`src/rtl/mmio_ctrlr_if.sv`:
```
// Byte-serial MMIO bus between a host-side byte transport and mmio_ctrlr.
//   frame    : transaction active; low returns the controller to IDLE
//   new_data : one-cycle strobe, din holds a received byte
//   din      : received byte
//   dout     : registered response byte
interface mmio_ctrlr_if;
  logic       frame;
  logic       new_data;
  logic [7:0] din;
  logic [7:0] dout;

  modport master (output frame, output new_data, output din, input dout);
  modport slave  (input frame, input new_data, input din, output dout);
endinterface

```
`src/rtl/mmio_ctrlr.sv`:
```
// Byte-command MMIO controller: chip ID, switch lanes (RO), LED lanes (RW)
// and a sticky clear-on-read status register, with single and burst access.
//   clk      : clock, all state on rising edge
//   rst      : asynchronous active-low reset
//   switches : 8*IN_BYTES input lanes, lane k = bits [8k+7:8k]
//   leds     : 8*OUT_BYTES registered output lanes
//   bus      : mmio_ctrlr_if slave (frame, new_data, din, dout)
module mmio_ctrlr #(
  parameter int unsigned IN_BYTES  = 2,
  parameter int unsigned OUT_BYTES = 2,
  parameter logic [7:0]  CHIP_ID   = 8'h07
) (
  input  logic                   clk,
  input  logic                   rst,
  input  logic [8*IN_BYTES-1:0]  switches,
  output logic [8*OUT_BYTES-1:0] leds,
  mmio_ctrlr_if.slave            bus
);

  localparam int unsigned NREG        = IN_BYTES + OUT_BYTES;
  localparam logic [3:0]  LED_FIRST   = 4'(IN_BYTES + 1);
  localparam logic [3:0]  LED_LAST    = 4'(NREG);
  localparam logic [3:0]  STATUS_ADDR = 4'hF;

  typedef enum logic [2:0] {
    IDLE, RD_ONE, WR_ONE, RD_BURST, WR_BURST
  } state_e;

  state_e                 state_q, state_d;
  logic [3:0]             addr_q, addr_d;
  logic [7:0]             dout_q, dout_d;
  logic [7:0]             status_q, status_d;
  logic [8*OUT_BYTES-1:0] leds_q, leds_d;

  logic [7:0] rd_data_c;
  logic       rd_err_c;
  logic       is_led_c;
  logic       accept_c;
  logic       do_read_c;
  logic       do_write_c;
  logic       set_addr_err_c;
  logic       set_op_err_c;

  // Register file read mux at the current address; unmapped addresses read 0
  always_comb begin
    rd_data_c = 8'h00;
    rd_err_c  = 1'b1;
    if (addr_q == 4'h0) begin
      rd_data_c = CHIP_ID;
      rd_err_c  = 1'b0;
    end
    for (int k = 0; k < int'(IN_BYTES); k++) begin
      if (addr_q == 4'(k + 1)) begin
        rd_data_c = switches[8*k +: 8];
        rd_err_c  = 1'b0;
      end
    end
    for (int k = 0; k < int'(OUT_BYTES); k++) begin
      if (addr_q == 4'(int'(IN_BYTES) + 1 + k)) begin
        rd_data_c = leds_q[8*k +: 8];
        rd_err_c  = 1'b0;
      end
    end
    if (addr_q == STATUS_ADDR) begin
      rd_data_c = status_q;
      rd_err_c  = 1'b0;
    end
  end

  assign is_led_c = (addr_q >= LED_FIRST) && (addr_q <= LED_LAST);
  assign accept_c = bus.frame && bus.new_data;

  // Next-state, address sequencing and register updates
  always_comb begin
    state_d        = state_q;
    addr_d         = addr_q;
    dout_d         = dout_q;
    leds_d         = leds_q;
    status_d       = status_q;
    do_read_c      = 1'b0;
    do_write_c     = 1'b0;
    set_addr_err_c = 1'b0;
    set_op_err_c   = 1'b0;

    if (!bus.frame) begin
      state_d = IDLE;
      addr_d  = 4'h0;
    end else if (accept_c) begin
      unique case (state_q)
        IDLE: begin
          addr_d = bus.din[3:0];
          dout_d = 8'h00;
          unique case (bus.din[7:4])
            4'h0:    state_d = RD_ONE;
            4'hF:    state_d = WR_ONE;
            4'h8:    state_d = RD_BURST;
            4'hE:    state_d = WR_BURST;
            default: set_op_err_c = 1'b1;
          endcase
        end
        RD_ONE: begin
          do_read_c = 1'b1;
          state_d   = IDLE;
        end
        WR_ONE: begin
          do_write_c = 1'b1;
          state_d    = IDLE;
        end
        RD_BURST: begin
          do_read_c = 1'b1;
          // Reads sweep the whole map; 0xF wraps to 0 by 4-bit overflow
          addr_d    = (addr_q == LED_LAST) ? 4'h0 : addr_q + 4'd1;
        end
        WR_BURST: begin
          do_write_c = 1'b1;
          // Writes circulate over the LED window only
          addr_d     = (addr_q == LED_LAST) ? LED_FIRST : addr_q + 4'd1;
        end
        default: state_d = IDLE;
      endcase
    end

    if (do_read_c) begin
      dout_d         = rd_data_c;
      set_addr_err_c = rd_err_c;
      if (addr_q == STATUS_ADDR) status_d = 8'h00;
    end

    if (do_write_c) begin
      dout_d = 8'h00;
      if (is_led_c) begin
        for (int k = 0; k < int'(OUT_BYTES); k++) begin
          if (addr_q == 4'(int'(IN_BYTES) + 1 + k)) leds_d[8*k +: 8] = bus.din;
        end
      end else begin
        set_addr_err_c = 1'b1;
      end
    end

    // Set after the read-clear so a same-edge error event survives
    if (set_addr_err_c) status_d[0] = 1'b1;
    if (set_op_err_c)   status_d[1] = 1'b1;
  end

  // State and datapath registers
  always_ff @(posedge clk or negedge rst) begin
    if (!rst) begin
      state_q  <= IDLE;
      addr_q   <= 4'h0;
      dout_q   <= 8'h00;
      status_q <= 8'h00;
      leds_q   <= '0;
    end else begin
      state_q  <= state_d;
      addr_q   <= addr_d;
      dout_q   <= dout_d;
      status_q <= status_d;
      leds_q   <= leds_d;
    end
  end

  assign leds     = leds_q;
  assign bus.dout = dout_q;

endmodule

```
`src/flat_wrapper.sv`:
```
// flat-port wrapper written by rule: the top's interface ports become plain ports
module mmio_ctrlr_flat 
#(
  parameter int unsigned IN_BYTES  = 2,
  parameter int unsigned OUT_BYTES = 2,
  parameter logic [7:0]  CHIP_ID   = 8'h07
)
  (clk, rst, switches, leds, bus_frame, bus_new_data, bus_din, bus_dout);
  mmio_ctrlr_if bus_i ();
  input  logic clk;
  input  logic rst;
  input  logic [8*IN_BYTES-1:0] switches;
  output logic [8*OUT_BYTES-1:0] leds;
  input wire logic [$bits(bus_i.frame)-1:0] bus_frame;
  input wire logic [$bits(bus_i.new_data)-1:0] bus_new_data;
  input wire logic [$bits(bus_i.din)-1:0] bus_din;
  output wire logic [$bits(bus_i.dout)-1:0] bus_dout;
  assign bus_i.frame = bus_frame;
  assign bus_i.new_data = bus_new_data;
  assign bus_i.din = bus_din;
  assign bus_dout = bus_i.dout;
  mmio_ctrlr #(.IN_BYTES(IN_BYTES), .OUT_BYTES(OUT_BYTES), .CHIP_ID(CHIP_ID)) u_core (.clk(clk), .rst(rst), .switches(switches), .leds(leds), .bus(bus_i));
endmodule
```
`config.mk`:
```
export PLATFORM = sky130hd
export DESIGN_NAME = mmio_ctrlr_flat
export DESIGN_NICKNAME = d
export VERILOG_FILES = /design/src/rtl/mmio_ctrlr_if.sv /design/src/rtl/mmio_ctrlr.sv /design/src/flat_wrapper.sv
export SDC_FILE = /design/constraint.sdc
export NUM_CORES = 1
export LEC_CHECK = 0
export CAP_MARGIN = 40
export CELL_PAD_IN_SITES_DETAIL_PLACEMENT = 0
export CELL_PAD_IN_SITES_GLOBAL_PLACEMENT = 1
export CORE_UTILIZATION = 30
export CTS_CLUSTER_DIAMETER = 40
export DETAILED_ROUTE_END_ITERATION = 10
export PLACE_DENSITY_LB_ADDON = 0.1
export RECOVER_POWER = 25
export SLEW_MARGIN = 10
export SYNTH_ARGS = -nofsm -noshare
export SYNTH_HDL_FRONTEND = slang
export SYNTH_SLANG_ARGS = --single-unit
```
`constraint.sdc`:
```
create_clock -name clk -period 3.3 [get_ports clk]
set_input_delay 0.825 -clock clk [delete_from_list [all_inputs] [get_ports clk]]
set_output_delay 0.825 -clock clk [all_outputs]
set_load 0.1 [all_outputs]
```
Word level (Yosys, flattened, before mapping)
Index checks and enable logic that the tools add are counted.
{"block": "op_classes", "addsub": 1, "eq_ne": 16, "reduce_logical": 23, "mux": 43, "order_cmp": 2}
{"operator": "$mux W8", "n": 10}
{"operator": "$mux W1", "n": 21}
{"operator": "$eq A4 B4 Y1 const B", "n": 4}
{"operator": "$mux W4", "n": 4}
{"operator": "$pmux W3 S4", "n": 1}
{"operator": "$pmux W4 S3", "n": 1}
{"operator": "$reduce_and A3 Y1", "n": 4}
{"operator": "$mux W3", "n": 3}
{"operator": "$reduce_bool A3 Y1", "n": 3}
{"operator": "$eq A4 B2 Y1 const B", "n": 2}
{"operator": "$logic_not A4 Y1", "n": 2}
{"operator": "$reduce_bool A2 Y1", "n": 4}
{"operator": "$eq A3 B2 Y1 const B", "n": 2}
{"operator": "$ne A6 B2 Y1 const B", "n": 1}
{"operator": "$pmux W3 S2", "n": 1}
{"operator": "$reduce_and A2 Y1", "n": 3}
{"operator": "$reduce_or A2 Y1", "n": 3}
{"operator": "$add A4 B1 Y4 const B", "n": 1}
{"operator": "$eq A4 B1 Y1 const B", "n": 1}
{"operator": "$eq A4 B3 Y1 const B", "n": 1}
{"operator": "$ge A4 B2 Y1 const B", "n": 1}
{"operator": "$le A4 B3 Y1 const B", "n": 1}
{"operator": "$mux W2", "n": 2}
{"operator": "$ne A4 B1 Y1 const B", "n": 1}
{"operator": "7 further kinds", "n": 8}
{"block": "totals", "register_bits": 33, "elab_cells": 92, "input_bits": 28}

Depth between registers and ports, before layout
{"block": "logic_depth", "depth_word": 12, "mapped_depth": 7, "mapped_depth_nobuf": 6}

Worst setup path after synthesis
OpenSTA, ideal clock, no wires.
{"block": "synth_path", "kind": "input to register", "start": "input bus_frame", "end": "register u_core.leds_q[10] (netlist: u_core.leds[10])", "path_stages": 4, "setup_time_ns": 0.126, "slack_ns": 1.243, "n_path_buf": 1, "arrival_time_ns": 1.932, "required_time_ns": 3.174, "cell_sequence": "buf_2 nand2_1 nor4_4 mux2_2"}
{"block": "synth_via", "elab_chain_len": 4}
{"item": "start, declared", "line_no": "flat_wrapper.sv:14", "source": "input wire logic [$bits(bus_i.frame)-1:0] bus_frame;"}
{"item": "$logic_and A1 B1 Y1", "line_no": "mmio_ctrlr.sv:71", "source": "assign accept_c = bus.frame && bus.new_data;"}
{"item": "$mux W1", "line_no": "mmio_ctrlr.sv:88", "source": "end else if (accept_c) begin"}
{"item": "$mux W1 (*)", "line_no": "mmio_ctrlr.sv:85", "source": "if (!bus.frame) begin"}
{"item": "$reduce_and A3 Y1 (no line) (*)"}
{"item": "end signal, assigned", "line_no": "mmio_ctrlr.sv:158", "source": "leds_q <= leds_d;"}
{"item": "end, declared", "line_no": "mmio_ctrlr.sv:33", "source": "logic [8*OUT_BYTES-1:0] leds_q, leds_d;"}
Every way passes the cells marked *; elsewhere a longest branch is shown, timed or not.
A chain may end at the register's enable or synchronous reset.

Final worst setup path
{"block": "layout_path", "start": "input bus_frame", "end": "register u_core.leds_q[14] (netlist: u_core.leds[14])"}
The elaborated chain is that of the path after synthesis.

==> results.cfg <==
[setup_path]
arrival_ns = 2.65
cp_max_fo = 9
worst-setup-path-type = primary input to flop
cp-start-kind = primary input
setup.worst_path.end_class = flop
cp.required_ns = 3.47

[grt]
antenna_found_initial = 0
grt_pass1_wl_um = 8370
grtUsageTotal_pct = 17.1
grt_max_degree = 34
grt_pass1_vias = 1572
grt-ovfl-total = 0

[timing]
fin_tns_setup_ns = 0
fmax_mhz = 403
skew_ns = 0.00542
slew_viol_final = 0
hold_viol = 0
fin_crit_ns = 2.48
slew-limit-headroom_pct = 59.6
rsz0062_at_grt = no
worst-slew-pin-transition_ns = 0.601
period_share_pct = 75.2
setup_viol = 0

[run]
maxCapViolCount = 0

[layout]
drive_gt1_share_pct = 23.4
fin_nets = 266
fill_cells = 595
final_cell_mix = 33 x dfrtp_1, 26 x clkdlybuf4s50_1, 25 x buf_4
multi_input_area_um2 = 993
antenna_cells = 0
post-route-util_pct = 41.4
register_area_um2 = 826
final_common_cell = dfrtp_1
syn2layout_area_growth_pct = 31.3

[synth]
yosysWarnings = 0
async_flop_share_pct = 100
synth_edf_count = 0
ys_seq_elements = 33
yosysUniqueCellTypes = 44
synth.avg_cell_area_um2 = 10.3
synth-seq-area-share_pct = 43.7
netlist_instances = 184
synth_fp_nets = 216
synthFlopType = dfrtp_1
syn_area_mm2 = 0.00189

[clock_tree]
ctsLongestPathBuffers = 2
ctsResizeCount = 0
htreeDepth = 2
cts_buffers = 5
cts_root_buffer = clkbuf_8
cts.clk_slew.worst_paths_ns = 0.07
tritoncts = yes
clk_latency_ns = 0.28
post-cts-setup-buffer-count = 0
clkSinkCount = 33
cts_hold_buf = 0

[route]
topRoutingLayerUsed = met4
drt_iter0_drc = 124
route.vias.total = 1695
avgRoutedWirePerCell_um = 17.0
dr_wl_met3_um = 364
wl_met2_um = 2410
drc = 0
drt-pass1-iter-count = 4
wl_met1_um = 2470
routed_wl_um = 5280
ant_nets = 0
via_per_inst = 5.47

[floorplanning]
die_x_um = 81.3
io_pins = 52
rows = 28
fp.dieH_um = 81.3
coreArea_mm2 = 0.00599
start_util_pct = 31.5
fp.dieArea_mm2 = 0.00661

[pwr]
power_density_mw_per_mm2 = 428
worst_ir_drop_vdd_uv = 203
power_leakage_uw = 0.00111

[place]
portBuffers = 51
gp_congestion = 0.781
dp_hpwl_um = 3970

[min_path]
min_path_type = flop to flop

[status]
status = completed
-- area by class of cell --
cell class                      count  share of cell area [%]
Multi-Input combinational cell    135                    40.1
Sequential cell                    33                    33.3
Timing Repair Buffer               52                    18.5
Tap cell                           75                    3.78
Clock buffer                        6                    2.93
Inverter                            7                    1.06
Clock inverter                      2                   0.404
-- state kept, by name (all words and copies together) (netlist names) --
| register | cells |
|---|---|
| u_core.leds | 16 |
| u_core.bus.dout | 8 |
| u_core.addr_q | 4 |
| u_core.state_q | 3 |
| u_core.status_q | 2 |
-- cells in the mapped netlist (all sizes together), types with 3 or more instances --
master | instances | area share (%)
o22ai | 6 | 2.0
o21ai | 17 | 4.5
inv | 7 | 1.4
nand3 | 7 | 2.1
ha | 4 | 2.7
mux2 | 15 | 8.9
nor2 | 6 | 1.2
nor3 | 4 | 1.3
dfrtp | 33 | 44
nand2b | 9 | 3.0
o31ai | 4 | 1.6
a32o | 7 | 3.7
nand2 | 11 | 2.2
a22oi | 6 | 2.4
buf | 7 | 1.9
a21oi | 5 | 1.3
a22o | 3 | 1.4
-- metrics by stage --
step	worst slack, ns	hold WS, ns	std cells	power, uW	area [um2]
floorplan	1.24	0.467	184	672	1890
global placement	0.556	0.474	302	775	2400
detailed placement	0.496	0.485	302	777	2400
CTS	0.808	0.500	310	1080	2480
global route	0.705	0.517	310	1120	2480
finish	0.819	0.491	310	1060	2480
-- critical path, stage by stage --
cell,delay (ns)
clkdlybuf4s50_1,0.63
nand2_1,0.19
nor4_4,0.60
mux2_2,0.40
-- worst paths after layout --
check / slack (ns) / end / depth (start not counted) / start
setup / recovery: 0.82 / u_core.leds[14] / 4 / bus_frame
hold / removal: 0.49 / u_core.bus.dout[0] / 2 / u_core.bus.dout[0]
setup reg to reg: 1.13 / u_core.leds[14] / 5 / u_core.addr_q[0]
hold reg to reg: 0.49 / u_core.bus.dout[0] / 2 / u_core.bus.dout[0]
max in group asynchronous: 1.94 / u_core.state_q[1] / 2 / rst
min in group asynchronous: 1.02 / u_core.bus.dout[0] / 2 / rst
-- cells by family after synthesis --
kind of cell | synth area share, %
adder cells (fa/ha/maj) | 2.65
XOR/XNOR | 0.464
multiplexers | 10.0
AO/OA/AOI/OAI | 23.5
AND/OR/NAND/NOR | 16.0
buffers and inverters | 3.65
flip-flops | 43.7
-- layer usage --
metal,GRT usage (%),up-vias
li1,-,796
met1,24.1,829
met2,26.1,66
met3,3.82,4
met4,4.29,0
met5,0,-
-- power breakdown --
part,total (uW),internal (uW),switching (uW)
logic,309,103,206
clock network,293,146,147
registers,458,431,27.6
total,1060,680,381
(Power assumes the default switching activity.)
